==> src/rtl/router_pkg.sv <==
// router_pkg
// Shared types and constants for the 1x3 router control path.
//   state_t      : sequencing FSM state encoding (fixed, 3 bits)
//   ADDR_INVALID : header address value that does not map to any FIFO
package router_pkg;

  typedef enum logic [2:0] {
    DECODE_ADDRESS     = 3'd0,
    LOAD_FIRST_DATA    = 3'd1,
    LOAD_DATA          = 3'd2,
    WAIT_TILL_EMPTY    = 3'd3,
    FIFO_FULL_STATE    = 3'd4,
    LOAD_AFTER_FULL    = 3'd5,
    LOAD_PARITY        = 3'd6,
    CHECK_PARITY_ERROR = 3'd7
  } state_t;

  localparam logic [1:0] ADDR_INVALID = 2'b11;

endpackage

==> src/rtl/router_fsm_if.sv <==
// router_fsm_if
// Bundles the handshake and strobe signals between the router FSM and its
// surroundings (source, register block, output FIFOs).
//   Source side   : pkt_valid, data_in[1:0], busy
//   FIFO side     : fifo_full, fifo_empty_0..2, soft_reset_0..2, write_enb_reg
//   Register side : parity_done, low_pkt_valid, detect_add, lfd_state,
//                   ld_state, laf_state, full_state, rst_int_reg
// Modports:
//   master : the FSM (reads status, drives strobes)
//   slave  : the environment (drives status, reads strobes)
interface router_fsm_if;

  logic       pkt_valid;
  logic [1:0] data_in;
  logic       fifo_full;
  logic       fifo_empty_0;
  logic       fifo_empty_1;
  logic       fifo_empty_2;
  logic       soft_reset_0;
  logic       soft_reset_1;
  logic       soft_reset_2;
  logic       parity_done;
  logic       low_pkt_valid;

  logic       detect_add;
  logic       lfd_state;
  logic       ld_state;
  logic       laf_state;
  logic       full_state;
  logic       rst_int_reg;
  logic       write_enb_reg;
  logic       busy;

  modport master (
    input  pkt_valid, data_in, fifo_full,
    input  fifo_empty_0, fifo_empty_1, fifo_empty_2,
    input  soft_reset_0, soft_reset_1, soft_reset_2,
    input  parity_done, low_pkt_valid,
    output detect_add, lfd_state, ld_state, laf_state, full_state,
    output rst_int_reg, write_enb_reg, busy
  );

  modport slave (
    output pkt_valid, data_in, fifo_full,
    output fifo_empty_0, fifo_empty_1, fifo_empty_2,
    output soft_reset_0, soft_reset_1, soft_reset_2,
    output parity_done, low_pkt_valid,
    input  detect_add, lfd_state, ld_state, laf_state, full_state,
    input  rst_int_reg, write_enb_reg, busy
  );

endinterface

==> src/rtl/router_fsm.sv <==
// router_fsm
// Packet-sequencing controller for the 1x3 router. Decodes the header
// address, waits for the addressed FIFO to drain, then walks the register
// block through first-data, payload, full-stall and parity phases.
// Ports:
//   clock  : rising-edge clock
//   resetn : synchronous, active-low reset
//   bus    : router_fsm_if.master (status in, phase strobes/handshakes out)
// All outputs are a Moore decode of state_q; nothing combinational from
// inputs reaches an output.
module router_fsm
  import router_pkg::*;
(
  input  logic         clock,
  input  logic         resetn,
  router_fsm_if.master bus
);

  state_t     state_q, state_d;
  logic [1:0] addr_q, addr_d;

  logic [1:0] addr_sel;
  logic       empty_sel;
  logic       soft_sel;
  logic       hdr_ok;

  always_ff @(posedge clock) begin
    if (!resetn) begin
      state_q <= DECODE_ADDRESS;
      addr_q  <= 2'b00;
    end else begin
      state_q <= state_d;
      addr_q  <= addr_d;
    end
  end

  // While decoding, the header on data_in is the address of interest; once
  // past the header, the latched copy is used.
  always_comb begin
    addr_sel = (state_q == DECODE_ADDRESS) ? bus.data_in : addr_q;

    empty_sel = 1'b0;
    case (addr_sel)
      2'd0:    empty_sel = bus.fifo_empty_0;
      2'd1:    empty_sel = bus.fifo_empty_1;
      2'd2:    empty_sel = bus.fifo_empty_2;
      default: empty_sel = 1'b0;
    endcase

    // Only the FIFO owning the current packet may abort it.
    soft_sel = 1'b0;
    case (addr_q)
      2'd0:    soft_sel = bus.soft_reset_0;
      2'd1:    soft_sel = bus.soft_reset_1;
      2'd2:    soft_sel = bus.soft_reset_2;
      default: soft_sel = 1'b0;
    endcase

    hdr_ok = bus.pkt_valid && (bus.data_in != ADDR_INVALID);
  end

  always_comb begin
    state_d = state_q;
    addr_d  = addr_q;

    case (state_q)
      DECODE_ADDRESS: begin
        if (hdr_ok) begin
          addr_d  = bus.data_in;
          state_d = empty_sel ? LOAD_FIRST_DATA : WAIT_TILL_EMPTY;
        end
      end
      WAIT_TILL_EMPTY: begin
        if (empty_sel) state_d = LOAD_FIRST_DATA;
      end
      LOAD_FIRST_DATA: begin
        state_d = LOAD_DATA;
      end
      LOAD_DATA: begin
        // Full takes priority so the parity byte is not written into a full FIFO.
        if (bus.fifo_full)       state_d = FIFO_FULL_STATE;
        else if (!bus.pkt_valid) state_d = LOAD_PARITY;
      end
      FIFO_FULL_STATE: begin
        if (!bus.fifo_full) state_d = LOAD_AFTER_FULL;
      end
      LOAD_AFTER_FULL: begin
        if (bus.parity_done)        state_d = DECODE_ADDRESS;
        else if (bus.low_pkt_valid) state_d = LOAD_PARITY;
        else                        state_d = LOAD_DATA;
      end
      LOAD_PARITY: begin
        state_d = CHECK_PARITY_ERROR;
      end
      CHECK_PARITY_ERROR: begin
        state_d = bus.fifo_full ? FIFO_FULL_STATE : DECODE_ADDRESS;
      end
      default: begin
        state_d = DECODE_ADDRESS;
      end
    endcase

    if (soft_sel && (state_q != DECODE_ADDRESS)) state_d = DECODE_ADDRESS;
  end

  always_comb begin
    bus.detect_add    = 1'b0;
    bus.lfd_state     = 1'b0;
    bus.ld_state      = 1'b0;
    bus.laf_state     = 1'b0;
    bus.full_state    = 1'b0;
    bus.rst_int_reg   = 1'b0;
    bus.write_enb_reg = 1'b0;
    bus.busy          = 1'b0;

    case (state_q)
      DECODE_ADDRESS: begin
        bus.detect_add = 1'b1;
      end
      LOAD_FIRST_DATA: begin
        bus.lfd_state = 1'b1;
        bus.busy      = 1'b1;
      end
      LOAD_DATA: begin
        bus.ld_state      = 1'b1;
        bus.write_enb_reg = 1'b1;
      end
      WAIT_TILL_EMPTY: begin
        bus.busy = 1'b1;
      end
      FIFO_FULL_STATE: begin
        bus.full_state = 1'b1;
        bus.busy       = 1'b1;
      end
      LOAD_AFTER_FULL: begin
        bus.laf_state     = 1'b1;
        bus.write_enb_reg = 1'b1;
        bus.busy          = 1'b1;
      end
      LOAD_PARITY: begin
        bus.write_enb_reg = 1'b1;
        bus.busy          = 1'b1;
      end
      CHECK_PARITY_ERROR: begin
        bus.rst_int_reg = 1'b1;
        bus.busy        = 1'b1;
      end
      default: begin
        bus.detect_add = 1'b0;
      end
    endcase
  end

endmodule
==> src/flat_wrapper.sv <==
// flat-port wrapper written by rule: the top's interface ports become plain ports
module router_fsm_flat import router_pkg::*;
  (clock, resetn, bus_pkt_valid, bus_data_in, bus_fifo_full, bus_fifo_empty_0, bus_fifo_empty_1, bus_fifo_empty_2, bus_soft_reset_0, bus_soft_reset_1, bus_soft_reset_2, bus_parity_done, bus_low_pkt_valid, bus_detect_add, bus_lfd_state, bus_ld_state, bus_laf_state, bus_full_state, bus_rst_int_reg, bus_write_enb_reg, bus_busy);
  router_fsm_if bus_i ();
  input  logic clock;
  input  logic resetn;
  input wire logic [$bits(bus_i.pkt_valid)-1:0] bus_pkt_valid;
  input wire logic [$bits(bus_i.data_in)-1:0] bus_data_in;
  input wire logic [$bits(bus_i.fifo_full)-1:0] bus_fifo_full;
  input wire logic [$bits(bus_i.fifo_empty_0)-1:0] bus_fifo_empty_0;
  input wire logic [$bits(bus_i.fifo_empty_1)-1:0] bus_fifo_empty_1;
  input wire logic [$bits(bus_i.fifo_empty_2)-1:0] bus_fifo_empty_2;
  input wire logic [$bits(bus_i.soft_reset_0)-1:0] bus_soft_reset_0;
  input wire logic [$bits(bus_i.soft_reset_1)-1:0] bus_soft_reset_1;
  input wire logic [$bits(bus_i.soft_reset_2)-1:0] bus_soft_reset_2;
  input wire logic [$bits(bus_i.parity_done)-1:0] bus_parity_done;
  input wire logic [$bits(bus_i.low_pkt_valid)-1:0] bus_low_pkt_valid;
  output wire logic [$bits(bus_i.detect_add)-1:0] bus_detect_add;
  output wire logic [$bits(bus_i.lfd_state)-1:0] bus_lfd_state;
  output wire logic [$bits(bus_i.ld_state)-1:0] bus_ld_state;
  output wire logic [$bits(bus_i.laf_state)-1:0] bus_laf_state;
  output wire logic [$bits(bus_i.full_state)-1:0] bus_full_state;
  output wire logic [$bits(bus_i.rst_int_reg)-1:0] bus_rst_int_reg;
  output wire logic [$bits(bus_i.write_enb_reg)-1:0] bus_write_enb_reg;
  output wire logic [$bits(bus_i.busy)-1:0] bus_busy;
  assign bus_i.pkt_valid = bus_pkt_valid;
  assign bus_i.data_in = bus_data_in;
  assign bus_i.fifo_full = bus_fifo_full;
  assign bus_i.fifo_empty_0 = bus_fifo_empty_0;
  assign bus_i.fifo_empty_1 = bus_fifo_empty_1;
  assign bus_i.fifo_empty_2 = bus_fifo_empty_2;
  assign bus_i.soft_reset_0 = bus_soft_reset_0;
  assign bus_i.soft_reset_1 = bus_soft_reset_1;
  assign bus_i.soft_reset_2 = bus_soft_reset_2;
  assign bus_i.parity_done = bus_parity_done;
  assign bus_i.low_pkt_valid = bus_low_pkt_valid;
  assign bus_detect_add = bus_i.detect_add;
  assign bus_lfd_state = bus_i.lfd_state;
  assign bus_ld_state = bus_i.ld_state;
  assign bus_laf_state = bus_i.laf_state;
  assign bus_full_state = bus_i.full_state;
  assign bus_rst_int_reg = bus_i.rst_int_reg;
  assign bus_write_enb_reg = bus_i.write_enb_reg;
  assign bus_busy = bus_i.busy;
  router_fsm u_core (.clock(clock), .resetn(resetn), .bus(bus_i));
endmodule
==> config.mk <==
export PLATFORM = sky130hd
export DESIGN_NAME = router_fsm_flat
export DESIGN_NICKNAME = d
export VERILOG_FILES = /design/src/rtl/router_pkg.sv /design/src/rtl/router_fsm_if.sv /design/src/rtl/router_fsm.sv /design/src/flat_wrapper.sv
export SDC_FILE = /design/constraint.sdc
export NUM_CORES = 1
export LEC_CHECK = 0
export BUFFER_PORTS_ARGS = -buffer_cell sky130_fd_sc_hd__buf_2
export CAP_MARGIN = 25
export CORE_MARGIN = 2
export CORE_UTILIZATION = 29
export CTS_CLUSTER_DIAMETER = 150
export CTS_CLUSTER_SIZE = 8
export DETAILED_ROUTE_END_ITERATION = 10
export GPL_ROUTABILITY_DRIVEN = 0
export RECOVER_POWER = 50
export SLEW_MARGIN = 20
export SYNTH_ARGS = -nofsm -noshare
export SYNTH_HDL_FRONTEND = slang
export SYNTH_SLANG_ARGS = --single-unit
==> constraint.sdc <==
create_clock -name clock -period 1.4 [get_ports clock]
set_input_delay 0.07 -clock clock [delete_from_list [all_inputs] [get_ports clock]]
set_output_delay 0.07 -clock clock [all_outputs]
set_load 0.02 [all_outputs]
==> impl_results.md, run 1 <==
* Synthesized area per cell at between 7 and 8 µm²
* Worst min path class: in2reg
* Fillers at 162
* HPWL Detailed at just over 1 mm
* Cell internal pwr at approximately 540 µW
* Hold-fix buffers, CTS at 0
* PD cells at approximately 1400 nW/µm²
* CP endpoint kind: flip-flop
* Multi-input logic area at 299 µm²
* Share of power burned in registers at 24.3%
* Cell taking the most area after synthesis: dfxtp_1
* Syn-to-layout area delta at 47.4%
* Final Non-Filler Cells at 104
* H-tree levels at 1
* Cell variety after synth at 26
* Initial Util at about 30%
* Placed cell area at 594 µm²
* Final-stage net count at around 100
* Ys flop type: dfxtp_1
* CP max FO at 6
* Synth area leaders: dfxtp_1, mux2i_1, a31oi_1, inv_1, a21oi_1
* Post-Route WL at 1.25 mm
* CTS tree: yes
* Post-route minimum period at 1.37 ns
* Worst slew margin at 82.5%
* Final Cell Area at 646 µm²
* Remaining antenna violation count at 0
* Post-Syn Area at 438 µm²
* Reg area at 106 µm²
* CTS Root Cell: clkbuf_4
* Max-Cap Viols at 0
* Pin count of the biggest net entering global routing at 8
* Via count at 530
* Antenna violations before repair at 0
* All-Layer GR Usage at 15.1%
* WL/cell at 12.1 µm
* Combinational Power Share at 56.6%
* EDFF count, synth at 0
* Syn nets at 72
* Die width at 42.9 µm
* Clk pwr share at roughly a fifth
* Switch Pwr at 351 µW
* Achievable Freq at 731 MHz
* Avg Vias per Cell at 5.10
* Period utilization at 97.7%
* Synthesized flop and latch total at 5
* GRT Residual Overflow at 0
* Final Max Slew Viols at 0
* Total die area at 1840 µm²
* Final setup fails at 0
* Total CTS buffers at 3
* Critical Path RT at 1.57 ns
* RSZ-0062 raised after global routing: true
* Chip height at roughly 43 µm
* Placed Cells at 99
* Clock skew at 0.00805 ns
* Ys async rst share at 0%
* Vias in the first global route at 495
* Drt pass-1 iters at 4
* Synth Warn # at 0
* Initial DRC Count at 14
* Worst-margin pin slew at 0.261 ns
* Io pins at 22
* CP Data Arrival Time at 1.54 ns
* Total clock sinks at 5
* Antenna diode count at 0
* Clock-pin slew on the worst setup and hold paths at 0.05 ns
* First-pass GRT wire length at between 2 and 2.5 mm
* Sw frac at 39.3%
* Top post-synthesis cells by count: inv_1, dfxtp_1
* Skew-Pair Late Insertion Delay at ~0.24 ns
* Remaining DRCs at 0
* Setup TNS at 0 ns
* Run status: completed
* Layout cell share with drive strength beyond 1 at 50.0%
* Crit Path Category: reg2reg
* R2R setup slack at 0.03 ns
* Core footprint at 1450 µm²
* Clk buf depth at 2
* Peak VDD IR at around 380 µV
* Yosys top cell area share at between 20% and 30%
* Sequential area share after synthesis at between 20% and 30%
* Final core utilization at 44.4%
* CP Launch Type: flip-flop
* Most common cell in the synthesized netlist: inv_1
* Static leakage at around 0.00032 µW
* Site Rows at 14
* Hold Vio Cnt, Final at 0
* IO Port Bufs at 21
* Syn Inst Count at 58
## cell type report
type	count	area share, %
multi-input cells	44	46.3
repair buffers	29	26.6
flip-flops and latches	5	16.5
clock buffers	4	4.07
inverters	6	3.49
well taps	16	3.10
## final timing paths
kind | from | to | depth (start not counted)
min | resetn | u_core.addr_q[1] | 2
min reg2reg | u_core.addr_q[0] | u_core.addr_q[0] | 2
max reg2reg | u_core.state_q[2] | u_core.state_q[1] | 5
max | u_core.state_q[2] | u_core.state_q[1] | 5
## critical path, cell delays in order, from the launching register on
cell	delay (ns)
dfxtp_4	0.36
nor3_4	0.26
mux2i_1	0.26
mux2i_1	0.21
o21ai_1	0.08
a31oi_1	0.12
## power groups by stage
stage / Combinational (µW) / Sequential, µW / Clock [µW]
3_5_place_dp: 466 / 215 / 0
3_3_place_gp: 461 / 214 / 0
2_1_floorplan: 330 / 187 / 0
6_report: 506 / 217 / 171
4_1_cts: 486 / 217 / 175
5_1_grt: 557 / 222 / 179
## timing repair
item                                    in CTS  in global routing
endpoints found under the setup margin       3                  3
resized for setup                            3                  5
buffers inserted                             1                  0
pin swaps                                    1                  2
## logic make-up after synthesis
group	Yosys count	synth area share (%)
AOI/OAI and AO/OA	20	29.4
buffers and inverters	9	10.0
DFF	5	22.9
muxes	5	11.7
and+or+nand+nor	19	26.0
## placed cells by master (no fill, tap or decap), types with 2 or more instances in the layout
| master | synthesis | layout |
|---|---|---|
| a21oi_1 | 4 | 4 |
| a31oi_1 | 4 | 4 |
| and2_1 | 2 | 2 |
| buf_2 | 2 | 20 |
| buf_4 | 0 | 8 |
| clkbuf_4 | 0 | 3 |
| dfxtp_1 | 5 | 2 |
| dfxtp_2 | 0 | 2 |
| inv_1 | 6 | 6 |
| mux2i_1 | 4 | 4 |
| nand2_1 | 4 | 4 |
| nor2_1 | 4 | 3 |
| nor3_1 | 2 | 2 |
| o211ai_1 | 2 | 2 |
| o21ai_0 | 4 | 4 |
## registers in the layout, indices dropped and copies added, names as in the netlist
register        flops
u_core.state_q      3
u_core.addr_q       2
## stage by stage
step | total power, µW | hold slack [ns] | setup WS (ns)
2_1_floorplan | 517 | 0.217 | -0.0977
3_3_place_gp | 674 | 0.343 | 0.0774
3_5_place_dp | 681 | 0.345 | 0.00510
4_1_cts | 877 | 0.0966 | 0.00620
5_1_grt | 958 | 0.104 | -0.107
6_report | 893 | 0.0992 | 0.0326
## layer usage
| metal | share of wire (%) | wire [µm] | vias up | track usage [%] |
|---|---|---|---|---|
| li1 | - | - | 269 | - |
| met1 | 42 | 527 | 241 | 18.8 |
| met2 | 49 | 614 | 14 | 23.0 |
| met3 | 5.3 | 67 | 6 | 3.83 |
| met4 | 3.6 | 45 | 0 | 9.38 |
| met5 | 0 | 0 | - | 0 |
No activity file was read; power rests on OpenSTA's default activity.
==> run 2, diff against run 1 <==
- SETUP_SLACK_MARGIN: unset -> 0.3
==> impl_results.md, run 2 (synthesized netlist as in run 1, its figures left out) <==
* Max-Cap Viols at 0
* GRT Residual Overflow at 0
* Run status: completed
* Syn-to-layout area delta at 68.3%
* CP Launch Type: flip-flop
* CTS Root Cell: clkbuf_4
* First-pass GRT wire length at approximately 2.2 mm
* Worst-margin pin slew at about 0.29 ns
* Final core utilization at 50.7%
* Remaining DRCs at 0
* Hold-fix buffers, CTS at 0
* Clock skew at approximately 0.0069 ns
* Antenna violations before repair at 0
* CP max FO at 5
* Clock-pin slew on the worst setup and hold paths at about 0.050 ns
* Static leakage at 0.000345 µW
* Final setup fails at 0
* Io pins at 22
* CP endpoint kind: output pin
* Top Registers: u_core.state_q: 3 flops, u_core.addr_q: 2 flops
* Largest register FFs at 3
* Achievable Freq at ~750 MHz
* Total CTS buffers at 3
* Final Max Slew Viols at 0
* Core footprint at ~1500 µm²
* Vias in the first global route at roughly 510
* All-Layer GR Usage at 15.8%
* Peak VDD IR at 494 µV
* Total clock sinks at 5
* Die width at 42.9 µm
* Skew-Pair Late Insertion Delay at 0.25 ns
* Worst slew margin at 80.3%
* Worst min path class: in2reg
* PD cells at 1380 nW/µm²
* Hold Vio Cnt, Final at 0
* Reg with most FFs: u_core.state_q
* Site Rows at 14
* Final-stage net count at 105
* Setup WS post-layout at slightly above 0.06 ns
* Pin count of the biggest net entering global routing at 10
* Initial Util at 30.1%
* Avg Vias per Cell at 5.11
* Place WS at 0.00200 ns
* Remaining antenna violation count at 0
* RSZ-0062 raised after global routing: true
* Setup TNS at 0 ns
* WL/cell at 12.9 µm
* Chip height at 42.9 µm
* Initial DRC Count at 11
* Critical Path RT at 1.33 ns
* CP Data Arrival Time at between 1 and 1.5 ns
* Clk buf depth at 2
* CTS tree: yes
* HPWL Detailed at 945 µm
* Total die area at 1840 µm²
* Crit Path Category: reg2out
* Via count at 542
* H-tree levels at 1
* Commonest non-fill, non-tap cell in the layout: buf_2
* Layout cell share with drive strength beyond 1 at 58.9%
* Post-Route WL at 1.37 mm
* IO Port Bufs at 21
* Post-route minimum period at 1.34 ns
* Period utilization at 95.6%
* Drt pass-1 iters at 4
* Antenna diode count at 0
* Most frequent cells in the layout: buf_2, buf_4, buf_6
-- run 2: cell count changes in the layout (fill, tap and decap cells not counted), sizes merged --
cell / previous run / this run
buf: 29 / 31
-- run 2: path summary, 6_finish.rpt --
| path | from | slack [ns] | endpoint | cells past startpoint |
|---|---|---|---|---|
| max | u_core.state_q[1] | 0.06 | bus_write_enb_reg | 4 |
| min | resetn | 0.08 | u_core.addr_q[1] | 2 |
| min reg2reg | u_core.addr_q[1] | 0.56 | u_core.addr_q[1] | 1 |
| max reg2reg | u_core.state_q[1] | 0.06 | u_core.state_q[1] | 5 |
-- run 2: stage by stage --
step / total power, µW / area (µm²) / cells / hold slack [ns]
floorplan: 531 / 447 / 58 / 0.217
global placement: 689 / 603 / 99 / 0.346
detailed placement: 694 / 603 / 99 / 0.344
CTS: 992 / 729 / 106 / 0.0858
global route: 1070 / 737 / 106 / 0.0820
finish: 1020 / 737 / 106 / 0.0816
-- run 2: cell type report --
class	instances	area, µm²
clock buffers	4	26.3
fillers	144	717
inverters	6	22.5
multi-input cells	44	322
flip-flops and latches	5	113
well taps	16	20.0
repair buffers	31	234
-- run 2: layer usage --
metal  up-vias  part of all wire, %  track usage, %
li1        273                    -               -
met1       259                   43            18.6
met2         8                   54            27.6
met3         2                  2.6            5.11
met4         0                 0.66            3.75
met5         -                    0               0
-- run 2: worst max-delay path: stages (launching register included) --
cell and delay [ns]:
dfxtp_4 0.37, and2b_4 0.20, and2_4 0.14, a21o_2 0.18, buf_6 0.12
-- run 2: power by group --
part           total [µW]  internal, µW  switching (µW)  leakage, µW
Clock                 176           108            67.5    0.0000150
Sequential            226           178            47.8    0.0000435
Combinational         616           332             283     0.000286
Total                1020           619             399     0.000345
-- run 2: what timing repair did --
action,in CTS,in global routing
setup buffers,3,0
cloned,0,0
setup endpoints to repair,13,13
pin swaps,3,1
resized for setup,29,2
==> run 3, diff against run 2 <==
- CELL_PAD_IN_SITES_DETAIL_PLACEMENT: unset -> 1
- CELL_PAD_IN_SITES_GLOBAL_PLACEMENT: unset -> 1
- CORE_UTILIZATION: 29 -> 28
- CTS_BUF_LIST: unset -> sky130_fd_sc_hd__clkbuf_2
- PLACE_DENSITY_LB_ADDON: unset -> 0.1
==> impl_results.md, run 3 (synthesized netlist as in run 1, its figures left out) <==
* Skew-Pair Late Insertion Delay at 0.23 ns
* Post-Route WL at 1.81 mm
* Vias in the first global route at 601
* Crit Path Category: reg2reg
* WL/cell at ~16 µm
* H-tree levels at 1
* Final core utilization at 58.0%
* CP Data Arrival Time at 1.51 ns
* CTS tree: yes
* CP endpoint kind: flip-flop
* Worst min path class: in2reg
* Reg with most FFs: u_core.state_q
* Remaining antenna violation count at 0
* First-pass GRT wire length at 2.88 mm
* Post-route minimum period at roughly 1.4 ns
* Failing checks: negative setup slack
* Total clock sinks at 5
* Multi-input logic area at 362 µm²
* Reg area at 113 µm²
* PD cells at 1450 nW/µm²
* Top Registers: u_core.state_q: 3 flops, u_core.addr_q: 2 flops
* Final Max Slew Viols at 0
* Achievable Freq at 714 MHz
* Hold-fix buffers, CTS at 0
* Cell Chain, Critical Path: nor3_4 > buf_4 > buf_6 > buf_6 > nand2_4 > o221a_4
* Die width at between 40 and 50 µm
* Most frequent cells in the layout: buf_6, buf_2, buf_4
* CP bufs+invs at 3
* Max-Cap Viols at 0
* Most frequent CP cell: buf_6
* Site Rows at 14
* Critical Path Slowest Stage Cell: dfxtp_4
* Initial DRC Count at 19
* Setup WS post-layout at -0.000218 ns
* Critical Path Max Stage Delay at 0.36 ns
* Largest register FFs at 3
* Via count at approximately 600
* Antenna diode count at 0
* Final-stage net count at 113
* Pin count of the biggest net entering global routing at 6
* Static leakage at just over 0.0004 µW
* All-Layer GR Usage at 21.7%
* Clock-pin slew on the worst setup and hold paths at 0.07 ns
* RSZ-0062 raised after global routing: true
* Remaining DRCs at 0
* Period utilization at 100%
* IO Port Bufs at 21
* HPWL Detailed at 1.07 mm
* Io pins at 22
* Core footprint at 1490 µm²
* Drt pass-1 iters at 4
* Total CTS buffers at 3
* CTS Root Cell: clkbuf_2
* CP Launch Type: flip-flop
* Antenna violations before repair at 0
* Avg Vias per Cell at 5.37
* GRT Residual Overflow at 0
* Layout cell share with drive strength beyond 1 at between 60% and 70%
* Critical Path RT at around 1.5 ns
* Tot Pwr at 1260 µW
* Clock skew at 0.00940 ns
* CP max FO at 3
* CP delay by family, top: flip-flops
* Worst-margin pin slew at 0.241 ns
* Final setup fails at 1
* Fillers at 187
* Worst slew margin at between 80% and 90%
* Peak VDD IR at ~580 µV
* Initial Util at ~29%
* Commonest non-fill, non-tap cell in the layout: buf_6
* Total die area at 1900 µm²
* Clk buf depth at 2
* Hold Slack at 0.132 ns
* Syn-to-layout area delta at 97.1%
* Run status: finished, violations left
* Chip height at approximately 44 µm
* Hold Vio Cnt, Final at 0
==> run 3: repair_timing <==
item                                    4_1_cts  5_1_grt
endpoints found under the hold margin         0        0
buffers inserted                             10        0
resized for setup                            42        5
cloned                                        0        0
pin swaps                                     7        2
endpoints found under the setup margin       13       13
==> run 3: area by class of cell <==
cell class	count	share of cell area [%]
inverters	6	2.61
repair buffers	39	37.8
well taps	16	2.32
flip-flops and latches	5	13.0
clock buffers	4	2.32
multi-input cells	44	41.9
==> run 3: power breakdown <==
part	switching [µW]	total [µW]	internal, µW
sequential	44.1	222	178
combinational	393	891	498
clock	66.7	142	75.7
total	504	1260	752
==> run 3: worst paths after layout <==
check	slack (ns)	end	cells past startpoint	from
worst max-delay path	-0.0002	u_core.addr_q[1]	6	u_core.state_q[1]
worst min-delay path	0.13	u_core.addr_q[1]	2	resetn
worst max register to register	-0.0002	u_core.addr_q[1]	6	u_core.state_q[1]
worst min register to register	0.59	u_core.addr_q[1]	1	u_core.addr_q[1]
==> run 3: layer usage <==
| layer | wire [µm] | part of all wire [%] | GRT usage (%) | vias to the layer above |
|---|---|---|---|---|
| met5 | 0 | 0 | 0 | - |
| met4 | 19 | 1.0 | 10.9 | 0 |
| li1 | - | - | - | 288 |
| met3 | 122 | 6.7 | 3.75 | 4 |
| met1 | 820 | 45 | 30.8 | 288 |
| met2 | 850 | 47 | 31.2 | 32 |
==> run 3: metrics by stage <==
step             TNS, ns  setup WS [ns]  area (µm²)  cells
2_1_floorplan    -0.0973        -0.0973         447     58
6_report       -0.000218      -0.000218         863    114
3_5_place_dp     -0.0188        -0.0188         611    100
3_3_place_gp           0         0.0651         611    100
4_1_cts                0         0.0177         856    114
5_1_grt           -0.114        -0.0801         863    114
